$ cat src/rtl/turbo_enc_ctrl_if.sv
// rtl/turbo_enc_ctrl_if.sv - block handshake and encoder-control signal bundle for turbo_enc_ctrl
interface turbo_enc_ctrl_if;
  logic        in_valid;
  logic        in_k;
  logic        in_ready;
  logic        abort;
  logic        enc_start;
  logic        enc_k;
  logic        il_rd_en;
  logic        enc1_tail;
  logic        enc2_tail;
  logic [12:0] bit_cnt;
  logic        out_valid;
  logic        out_sop;
  logic        out_eop;
  logic        busy;
  logic        blk_done;

  modport master (
    output in_valid, in_k, abort,
    input  in_ready, enc_start, enc_k, il_rd_en, enc1_tail, enc2_tail,
           bit_cnt, out_valid, out_sop, out_eop, busy, blk_done
  );

  modport slave (
    input  in_valid, in_k, abort,
    output in_ready, enc_start, enc_k, il_rd_en, enc1_tail, enc2_tail,
           bit_cnt, out_valid, out_sop, out_eop, busy, blk_done
  );
endinterface

$ cat src/rtl/turbo_enc_ctrl.sv
// rtl/turbo_enc_ctrl.sv - turbo encoder block sequencer: start, data read, dual trellis tails, done
// Every output is a register loaded from the state being entered, so strobes align with state.
module turbo_enc_ctrl #(
  parameter int K_SMALL = 1056,
  parameter int K_LARGE = 6144
) (
  input  logic             clk,
  input  logic             aclr,
  turbo_enc_ctrl_if.slave  bus
);

  typedef enum logic [2:0] {IDLE, START, DATA, TAIL1, TAIL2, DONE} state_e;

  localparam logic [12:0] LAST_S = 13'(K_SMALL - 1);
  localparam logic [12:0] LAST_L = 13'(K_LARGE - 1);

  state_e      state_q;
  logic [12:0] bit_cnt_q;
  logic        enc_k_q;
  logic        in_ready_q;
  logic        busy_q;
  logic        enc_start_q;
  logic        il_rd_en_q;
  logic        enc1_tail_q;
  logic        enc2_tail_q;
  logic        out_valid_q;
  logic        out_sop_q;
  logic        out_eop_q;
  logic        blk_done_q;

  logic [12:0] last_bit;
  logic        accept;

  assign last_bit = enc_k_q ? LAST_L : LAST_S;
  // abort in IDLE does nothing except suppress a simultaneous acceptance
  assign accept   = bus.in_valid & in_ready_q & ~bus.abort;

  always_ff @(posedge clk or negedge aclr) begin
    if (!aclr) begin
      state_q     <= IDLE;
      bit_cnt_q   <= '0;
      enc_k_q     <= 1'b0;
      in_ready_q  <= 1'b1;
      busy_q      <= 1'b0;
      enc_start_q <= 1'b0;
      il_rd_en_q  <= 1'b0;
      enc1_tail_q <= 1'b0;
      enc2_tail_q <= 1'b0;
      out_valid_q <= 1'b0;
      out_sop_q   <= 1'b0;
      out_eop_q   <= 1'b0;
      blk_done_q  <= 1'b0;
    end else begin
      enc_start_q <= 1'b0;
      il_rd_en_q  <= 1'b0;
      enc1_tail_q <= 1'b0;
      enc2_tail_q <= 1'b0;
      out_valid_q <= 1'b0;
      out_sop_q   <= 1'b0;
      out_eop_q   <= 1'b0;
      blk_done_q  <= 1'b0;
      if (bus.abort && state_q != IDLE) begin
        state_q    <= IDLE;
        bit_cnt_q  <= '0;
        in_ready_q <= 1'b1;
        busy_q     <= 1'b0;
      end else begin
        case (state_q)
          IDLE: begin
            if (accept) begin
              state_q     <= START;
              enc_k_q     <= bus.in_k;
              in_ready_q  <= 1'b0;
              busy_q      <= 1'b1;
              enc_start_q <= 1'b1;
            end
          end
          START: begin
            state_q     <= DATA;
            bit_cnt_q   <= '0;
            il_rd_en_q  <= 1'b1;
            out_valid_q <= 1'b1;
            out_sop_q   <= 1'b1;
          end
          DATA: begin
            out_valid_q <= 1'b1;
            if (bit_cnt_q == last_bit) begin
              state_q     <= TAIL1;
              bit_cnt_q   <= '0;
              enc1_tail_q <= 1'b1;
            end else begin
              bit_cnt_q  <= bit_cnt_q + 13'd1;
              il_rd_en_q <= 1'b1;
            end
          end
          TAIL1: begin
            out_valid_q <= 1'b1;
            if (bit_cnt_q == 13'd2) begin
              state_q     <= TAIL2;
              bit_cnt_q   <= '0;
              enc2_tail_q <= 1'b1;
            end else begin
              bit_cnt_q   <= bit_cnt_q + 13'd1;
              enc1_tail_q <= 1'b1;
            end
          end
          TAIL2: begin
            if (bit_cnt_q == 13'd2) begin
              state_q    <= DONE;
              bit_cnt_q  <= '0;
              blk_done_q <= 1'b1;
            end else begin
              bit_cnt_q   <= bit_cnt_q + 13'd1;
              enc2_tail_q <= 1'b1;
              out_valid_q <= 1'b1;
              out_eop_q   <= (bit_cnt_q == 13'd1);
            end
          end
          DONE: begin
            state_q    <= IDLE;
            in_ready_q <= 1'b1;
            busy_q     <= 1'b0;
          end
          default: begin
            state_q    <= IDLE;
            bit_cnt_q  <= '0;
            in_ready_q <= 1'b1;
            busy_q     <= 1'b0;
          end
        endcase
      end
    end
  end

  assign bus.in_ready  = in_ready_q;
  assign bus.enc_start = enc_start_q;
  assign bus.enc_k     = enc_k_q;
  assign bus.il_rd_en  = il_rd_en_q;
  assign bus.enc1_tail = enc1_tail_q;
  assign bus.enc2_tail = enc2_tail_q;
  assign bus.bit_cnt   = bit_cnt_q;
  assign bus.out_valid = out_valid_q;
  assign bus.out_sop   = out_sop_q;
  assign bus.out_eop   = out_eop_q;
  assign bus.busy      = busy_q;
  assign bus.blk_done  = blk_done_q;

endmodule
$ cat src/flat_wrapper.sv
// flat-port wrapper written by rule: the top's interface ports become plain ports
module turbo_enc_ctrl_flat 
#(
  parameter int K_SMALL = 1056,
  parameter int K_LARGE = 6144
)
  (clk, aclr, bus_in_valid, bus_in_k, bus_abort, bus_in_ready, bus_enc_start, bus_enc_k, bus_il_rd_en, bus_enc1_tail, bus_enc2_tail, bus_bit_cnt, bus_out_valid, bus_out_sop, bus_out_eop, bus_busy, bus_blk_done);
  turbo_enc_ctrl_if bus_i ();
  input  logic clk;
  input  logic aclr;
  input wire logic [$bits(bus_i.in_valid)-1:0] bus_in_valid;
  input wire logic [$bits(bus_i.in_k)-1:0] bus_in_k;
  input wire logic [$bits(bus_i.abort)-1:0] bus_abort;
  output wire logic [$bits(bus_i.in_ready)-1:0] bus_in_ready;
  output wire logic [$bits(bus_i.enc_start)-1:0] bus_enc_start;
  output wire logic [$bits(bus_i.enc_k)-1:0] bus_enc_k;
  output wire logic [$bits(bus_i.il_rd_en)-1:0] bus_il_rd_en;
  output wire logic [$bits(bus_i.enc1_tail)-1:0] bus_enc1_tail;
  output wire logic [$bits(bus_i.enc2_tail)-1:0] bus_enc2_tail;
  output wire logic [$bits(bus_i.bit_cnt)-1:0] bus_bit_cnt;
  output wire logic [$bits(bus_i.out_valid)-1:0] bus_out_valid;
  output wire logic [$bits(bus_i.out_sop)-1:0] bus_out_sop;
  output wire logic [$bits(bus_i.out_eop)-1:0] bus_out_eop;
  output wire logic [$bits(bus_i.busy)-1:0] bus_busy;
  output wire logic [$bits(bus_i.blk_done)-1:0] bus_blk_done;
  assign bus_i.in_valid = bus_in_valid;
  assign bus_i.in_k = bus_in_k;
  assign bus_i.abort = bus_abort;
  assign bus_in_ready = bus_i.in_ready;
  assign bus_enc_start = bus_i.enc_start;
  assign bus_enc_k = bus_i.enc_k;
  assign bus_il_rd_en = bus_i.il_rd_en;
  assign bus_enc1_tail = bus_i.enc1_tail;
  assign bus_enc2_tail = bus_i.enc2_tail;
  assign bus_bit_cnt = bus_i.bit_cnt;
  assign bus_out_valid = bus_i.out_valid;
  assign bus_out_sop = bus_i.out_sop;
  assign bus_out_eop = bus_i.out_eop;
  assign bus_busy = bus_i.busy;
  assign bus_blk_done = bus_i.blk_done;
  turbo_enc_ctrl #(.K_SMALL(K_SMALL), .K_LARGE(K_LARGE)) u_core (.clk(clk), .aclr(aclr), .bus(bus_i));
endmodule
$ cat config.mk
export PLATFORM = sky130hd
export DESIGN_NAME = turbo_enc_ctrl_flat
export DESIGN_NICKNAME = d
export VERILOG_FILES = /design/src/rtl/turbo_enc_ctrl_if.sv /design/src/rtl/turbo_enc_ctrl.sv /design/src/flat_wrapper.sv
export SDC_FILE = /design/constraint.sdc
export NUM_CORES = 1
export LEC_CHECK = 0
export ABC_CLOCK_PERIOD_IN_PS = 2900
export BUFFER_PORTS_ARGS = -buffer_cell sky130_fd_sc_hd__buf_4
export CAP_MARGIN = 10
export CELL_PAD_IN_SITES_DETAIL_PLACEMENT = 1
export CELL_PAD_IN_SITES_GLOBAL_PLACEMENT = 1
export CORE_MARGIN = 2
export CORE_UTILIZATION = 40
export DETAILED_ROUTE_END_ITERATION = 8
export GPL_ROUTABILITY_DRIVEN = 0
export PLACE_DENSITY_LB_ADDON = 0.3
export SLEW_MARGIN = 0
export SYNTH_ARGS = -nofsm -noshare
export SYNTH_HDL_FRONTEND = slang
export SYNTH_SLANG_ARGS = --single-unit
export TNS_END_PERCENT = 1
$ cat constraint.sdc
create_clock -name clk -period 2.9 [get_ports clk]
set_clock_uncertainty 0.15 [all_clocks]
set_input_delay 0.58 -clock clk [delete_from_list [all_inputs] [get_ports clk]]
set_output_delay 0.58 -clock clk [all_outputs]
set_load 0.05 [all_outputs]
# Yosys cells after proc, flatten, opt, wreduce, memory -nomap -nowiden
# Cells that the tools add are included.
dict set report op_classes {
  n_addsub 1
  n_mul 0
  div 0
  n_lt_le_gt_ge 0
  eq_ne 14
  shift 0
  muxes 39
  bitwise 4
  n_reduce_logical 10
}
# op n
set op_table {}
lappend op_table {{13-bit two-way mux} 4}
lappend op_table {{13-bit case mux with 3 select lines} 1}
lappend op_table {{1-bit two-way mux} 22}
lappend op_table {{3-bit two-way mux} 5}
lappend op_table {{3-bit case mux with 5 select lines} 1}
lappend op_table {{13-bit by 1-bit adder with 13-bit output (second input constant)} 1}
lappend op_table {{13-bit by 1-bit equality test with 1-bit output (second input constant)} 1}
lappend op_table {{13-bit equality test} 1}
lappend op_table {{13-bit by 2-bit equality test with 1-bit output (second input constant)} 1}
lappend op_table {{3-bit by 1-bit != test with 1-bit output (second input constant)} 4}
lappend op_table {{1-bit case mux with 2 select lines} 6}
lappend op_table {{3-bit by 2-bit equality test with 1-bit output (second input constant)} 2}
lappend op_table {{3-bit equality test (second input constant)} 2}
lappend op_table {{2-bit by 1-bit != test with 1-bit output (second input constant)} 2}
lappend op_table {{4-bit AND reduction} 1}
lappend op_table {{2-bit OR reduction} 2}
lappend op_table {{4-bit OR reduction} 1}
lappend op_table {{3-bit by 1-bit equality test with 1-bit output (second input constant)} 1}
lappend op_table {{3-bit logical NOT} 1}
lappend op_table {{3-bit AND reduction} 1}
lappend op_table {{3-bit nonzero test} 1}
lappend op_table {{3-bit OR reduction} 1}
lappend op_table {{1-bit bitwise AND} 2}
lappend op_table {{1-bit inverter} 2}
lappend op_table {{other kinds (2)} 2}
dict set report totals {
  regBits 27
  latch_bits 0
  ramBits 0
  mem_bits_ro 0
  in_bits 5
  out_inout_bits 24
  word_cells 81
  memories 0
}

# Depth between registers and ports, before layout
dict set report depth {
  depth_word 5
  depth_mapped 8
  depth_no_buf 7
}

# Worst setup path after synthesis
# No wires, ideal clock.
dict set report synth_timing {
  path_kind {register to register}
  startpoint {reg u_core.bit_cnt_q[1], in the netlist u_core.bus.bit_cnt[1]}
  endpoint {reg u_core.bit_cnt_q[10], in the netlist u_core.bus.bit_cnt[10]}
  setup_time_ns 0.133
  arrival_ns 2.286
  required_time_ns 2.617
  path_slack_ns 0.331
  path_stages_with_launch 8
  n_path_buf 1
  synth_period_minus_slack_ns 2.569
  path_cell_list {dfrtp_1 -> ha_1 -> or4bb_1 -> or4_1 -> o311a_1 -> buf_4 -> nor2_8 -> o211ai_1}
}
dict set report synth_via {
  elab_chain_cells 4
  elab_cells_between_ends 7
  classes_between {1 x add/sub; 2 x eq/ne; 4 x mux}
}
# element line
set synth_lines {}
lappend synth_lines {{start, declared} turbo_enc_ctrl.sv:18} ;# logic [12:0] bit_cnt_q;
lappend synth_lines {{start signal, assigned} turbo_enc_ctrl.sv:92} ;# bit_cnt_q <= bit_cnt_q + 13'd1;
lappend synth_lines {{start signal, assigned} turbo_enc_ctrl.sv:103} ;# bit_cnt_q <= bit_cnt_q + 13'd1;
lappend synth_lines {{start signal, assigned} turbo_enc_ctrl.sv:113} ;# bit_cnt_q <= bit_cnt_q + 13'd1;
lappend synth_lines {{13-bit by 1-bit adder with 13-bit output (tied with other cells)} {turbo_enc_ctrl.sv:92, turbo_enc_ctrl.sv:103, turbo_enc_ctrl.sv:113}}
lappend synth_lines {{13-bit two-way mux, on equally long branches} {turbo_enc_ctrl.sv:98, turbo_enc_ctrl.sv:108, turbo_enc_ctrl.sv:87}}
lappend synth_lines {{13-bit case mux with 3 select lines (*)} turbo_enc_ctrl.sv:68} ;# case (state_q)
lappend synth_lines {{13-bit two-way mux (*)} turbo_enc_ctrl.sv:62} ;# if (bus.abort && state_q != IDLE) begin
# Every way passes the cells marked *; elsewhere a longest branch is shown, timed or not.
# A chain may end at the register's enable or synchronous reset.

# Worst setup path in the final report
dict set report layout_timing {
  startpoint {reg u_core.bit_cnt_q[0], in the netlist u_core.bus.bit_cnt[0]}
  endpoint {reg u_core.bit_cnt_q[3], in the netlist u_core.bus.bit_cnt[3]}
}
# The elaborated chain is that of the path after synthesis.

==> results by group <==
Finish
  • Total Nets Final: 222
  • Layout area overhead: 19.5%
  • Post-route insts no fill: 261
  • Diodes inserted: 0
  • # fillers: 470
  • Share of layout cells above drive strength 1: 21.1%

Synthesis
  • Synth cell types: 41
  • Synth warn: 0
  • Synth Instances: 186
  • Ys flop type: dfrtp_1
  • Yosys top cell area share: 41.7%
  • Synth top cells by count: nand2_1, dfrtp_1, nor2_1
  • Most frequent cell after synthesis: nand2_1
  • Syn nets: 194
  • Synth Register Bits: 27
  • Largest family of logic cells by synthesized area: simple AND/OR/NAND/NOR gates
  • Area contributors post-synth: dfrtp_1, nand2_1, nor2_1, o21ai_0, o211ai_1
  • Syn Std Cell Area: 1560 µm²
  • Mux cell area share after synthesis: 0.642%
  • Sequential share of the synthesized area: 43.4%
  • Area fraction in compound gates after synthesis: 14.9%
  • Area share of xor/xnor cells in the synthesized design: 0%
  • Post-synth ARST share: 100%
  • Post-synth top area cell: dfrtp_1
  • Syn Area/Cell: 8.38 µm²
  • EDFF count, synth: 0
  • Post-Synth Simple-Gate Area: 34.7%
  • Adder-cell share of the synthesized area: 2.41%

Setup path
  • R2R depth: 7
  • WP data required: 2.90 ns
  • Startpoint types: register
  • CP Capture Type: register
  • CP arrival: 2.58 ns
  • WS Path Type: register to register
  • Worst Path Max Fanout: 10

STA
  • Final hold viol count: 0
  • Final Setup Violations: 0
  • Period minus WS final: 2.57 ns
  • RSZ-0062 raised after global routing: no
  • F_max: 389 MHz
  • Worst Tran Pin Value: 0.810 ns
  • Fin Setup TNS: 0 ns
  • Slew Limit Fails: 0
  • Max transition margin: 45.7%
  • Final period util: 88.7%

Clock tree
  • CTS clk-pin slew, worst paths: 0.09 ns
  • CTS tree: done
  • Root Driver: clkbuf_8
  • Hold_buf cts: 0
  • Num Clock Sinks: 27
  • Post-CTS Setup Bufs: 0
  • Max clock buf depth: 2
  • H-tree Lvls: 1
  • CTS Buf Count: 3
  • Clk_lat worst skew: 0.28 ns
  • Post-CTS sizing: 0

Placed design
  • Post-DP HPWL: 3020 µm
  • Port bufs: 28
  • Dpl cells: 257

Global route
  • First-pass GRT wire length: 6960 µm
  • Initial antenna violation count: 0
  • GR Util All Layers: 20.4%
  • Vias in the first global route: 1461
  • Largest net degree at the start of global routing: 28
  • Congestion Overflow GR: 0

Floorplanning
  • Die area: 4410 µm²
  • Num rows: 22
  • Core Area: 3720 µm²
  • Die Ht: 66.4 µm
  • Num ports: 29
  • Initial Util: 42.0%
  • Die width: 66.4 µm

Routing
  • WL/cell: 15.6 µm
  • Via count: 1490
  • Initial DRC Count: 45
  • Routed Antenna Nets: 0
  • Via density: 5.71
  • Wirelength, routed: 4080 µm
  • First-pass DRT Iterations: 4
  • DRC Markers: 0

Power
  • Total power: 950 µW
  • Leakage: 0.000872 µW
  • VDD IR max: 246 µV
  • Pwr/cell area: 510 nW/µm²

Flow run
  • MaxCap Viol Count: 0

Run status
  • Outcome: completed

Min path
  • Worst min-delay path class: input pin to async pin
## power breakdown
part / switching (µW) / leakage [µW] / internal [µW]
logic: 183 / 0.000479 / 90.9
clock network: 122 / 0.0000255 / 96.6
registers: 55.4 / 0.000368 / 403
## path summary, 6_finish.rpt
| path | endpoint | start | slack (ns) |
|---|---|---|---|
| min in group clk | u_core.bus.enc_k | bus_in_k | 0.34 |
| min reg2reg | u_core.bus.busy | u_core.bus.busy | 0.38 |
| max | u_core.bus.bit_cnt[3] | u_core.bus.bit_cnt[0] | 0.33 |
| max in group asynchronous | u_core.bus.in_ready | aclr | 2.26 |
| max reg2reg | u_core.bus.bit_cnt[3] | u_core.bus.bit_cnt[0] | 0.33 |
| min | u_core.bus.out_sop | aclr | 0.04 |
## registers in the layout (all words and copies together) (netlist names)
register	flops
u_core.bus.bit_cnt	13
u_core.state_q	3
u_core.bus.blk_done	1
u_core.bus.busy	1
u_core.bus.enc1_tail	1
u_core.bus.enc2_tail	1
u_core.bus.enc_k	1
u_core.bus.enc_start	1
u_core.bus.il_rd_en	1
u_core.bus.in_ready	1
u_core.bus.out_eop	1
u_core.bus.out_sop	1
u_core.bus.out_valid	1
## critical path, cell delays in order, from the launching register on
cell,delay [ns]
dfrtp_1,0.46
inv_1,0.09
ha_1,0.20
or4bb_1,0.42
or4_1,0.45
o311a_1,0.29
nor2_8,0.26
o211ai_1,0.13
## layout make-up
| class | count | area (µm²) | area share, % |
|---|---|---|---|
| clock inverters | 1 | 5.00 | 0.269 |
| flip-flops and latches | 27 | 677 | 36.3 |
| repair buffers | 31 | 233 | 12.5 |
| multi-input cells | 144 | 821 | 44.1 |
| inverters | 7 | 26.3 | 1.41 |
| clock buffers | 3 | 41.3 | 2.22 |
| well taps | 48 | 60.1 | 3.22 |
## cell families (layout without fill, tap and decap cells)
family	after synthesis	in the layout
fa+ha+maj	3	3
mux	1	1
flops	27	27
simple gates	102	102
buf+inv	15	42
compound gates	38	38
## placed cells by master, fill, tap and decap left out, types with 2 or more instances in the layout
cell type	count
clkbuf_8	3
o21ai_0	11
buf_4	31
nand3_1	6
dfrtp_1	26
nor2_1	21
a21oi_1	8
nor2b_1	6
or3_1	2
ha_1	3
nand4_1	3
nand2_1	34
nor4_1	4
o21ai_1	3
nand2b_1	2
nand3b_1	2
nor3_1	4
o22ai_1	3
o211ai_1	7
or2_2	4
inv_1	7
and4_1	3
or4_1	2
## through the flow
stage	hold slack, ns	instance area (µm²)	utilization, %	setup slack, ns
after detailed placement	0.358	1820	48.9	0.388
after global placement	0.347	1820	48.9	0.492
after CTS	0.0558	1860	50.1	0.328
after floorplan	0.134	1560	-	0.331
final	0.0430	1860	50.1	0.328
after global routing	0.0498	1860	50.1	0.176
## metal layers
layer  global-route usage (%)  wire (µm)  share of wire, %  up-vias
met5                        0          0                 0        -
li1                         -          -                 -      704
met4                     4.85         38              0.93        0
met3                     3.92        135               3.3        5
met1                     26.5       1930                47      755
met2                     34.9       1970                48       26
No activity file was read; power rests on OpenSTA's default activity.
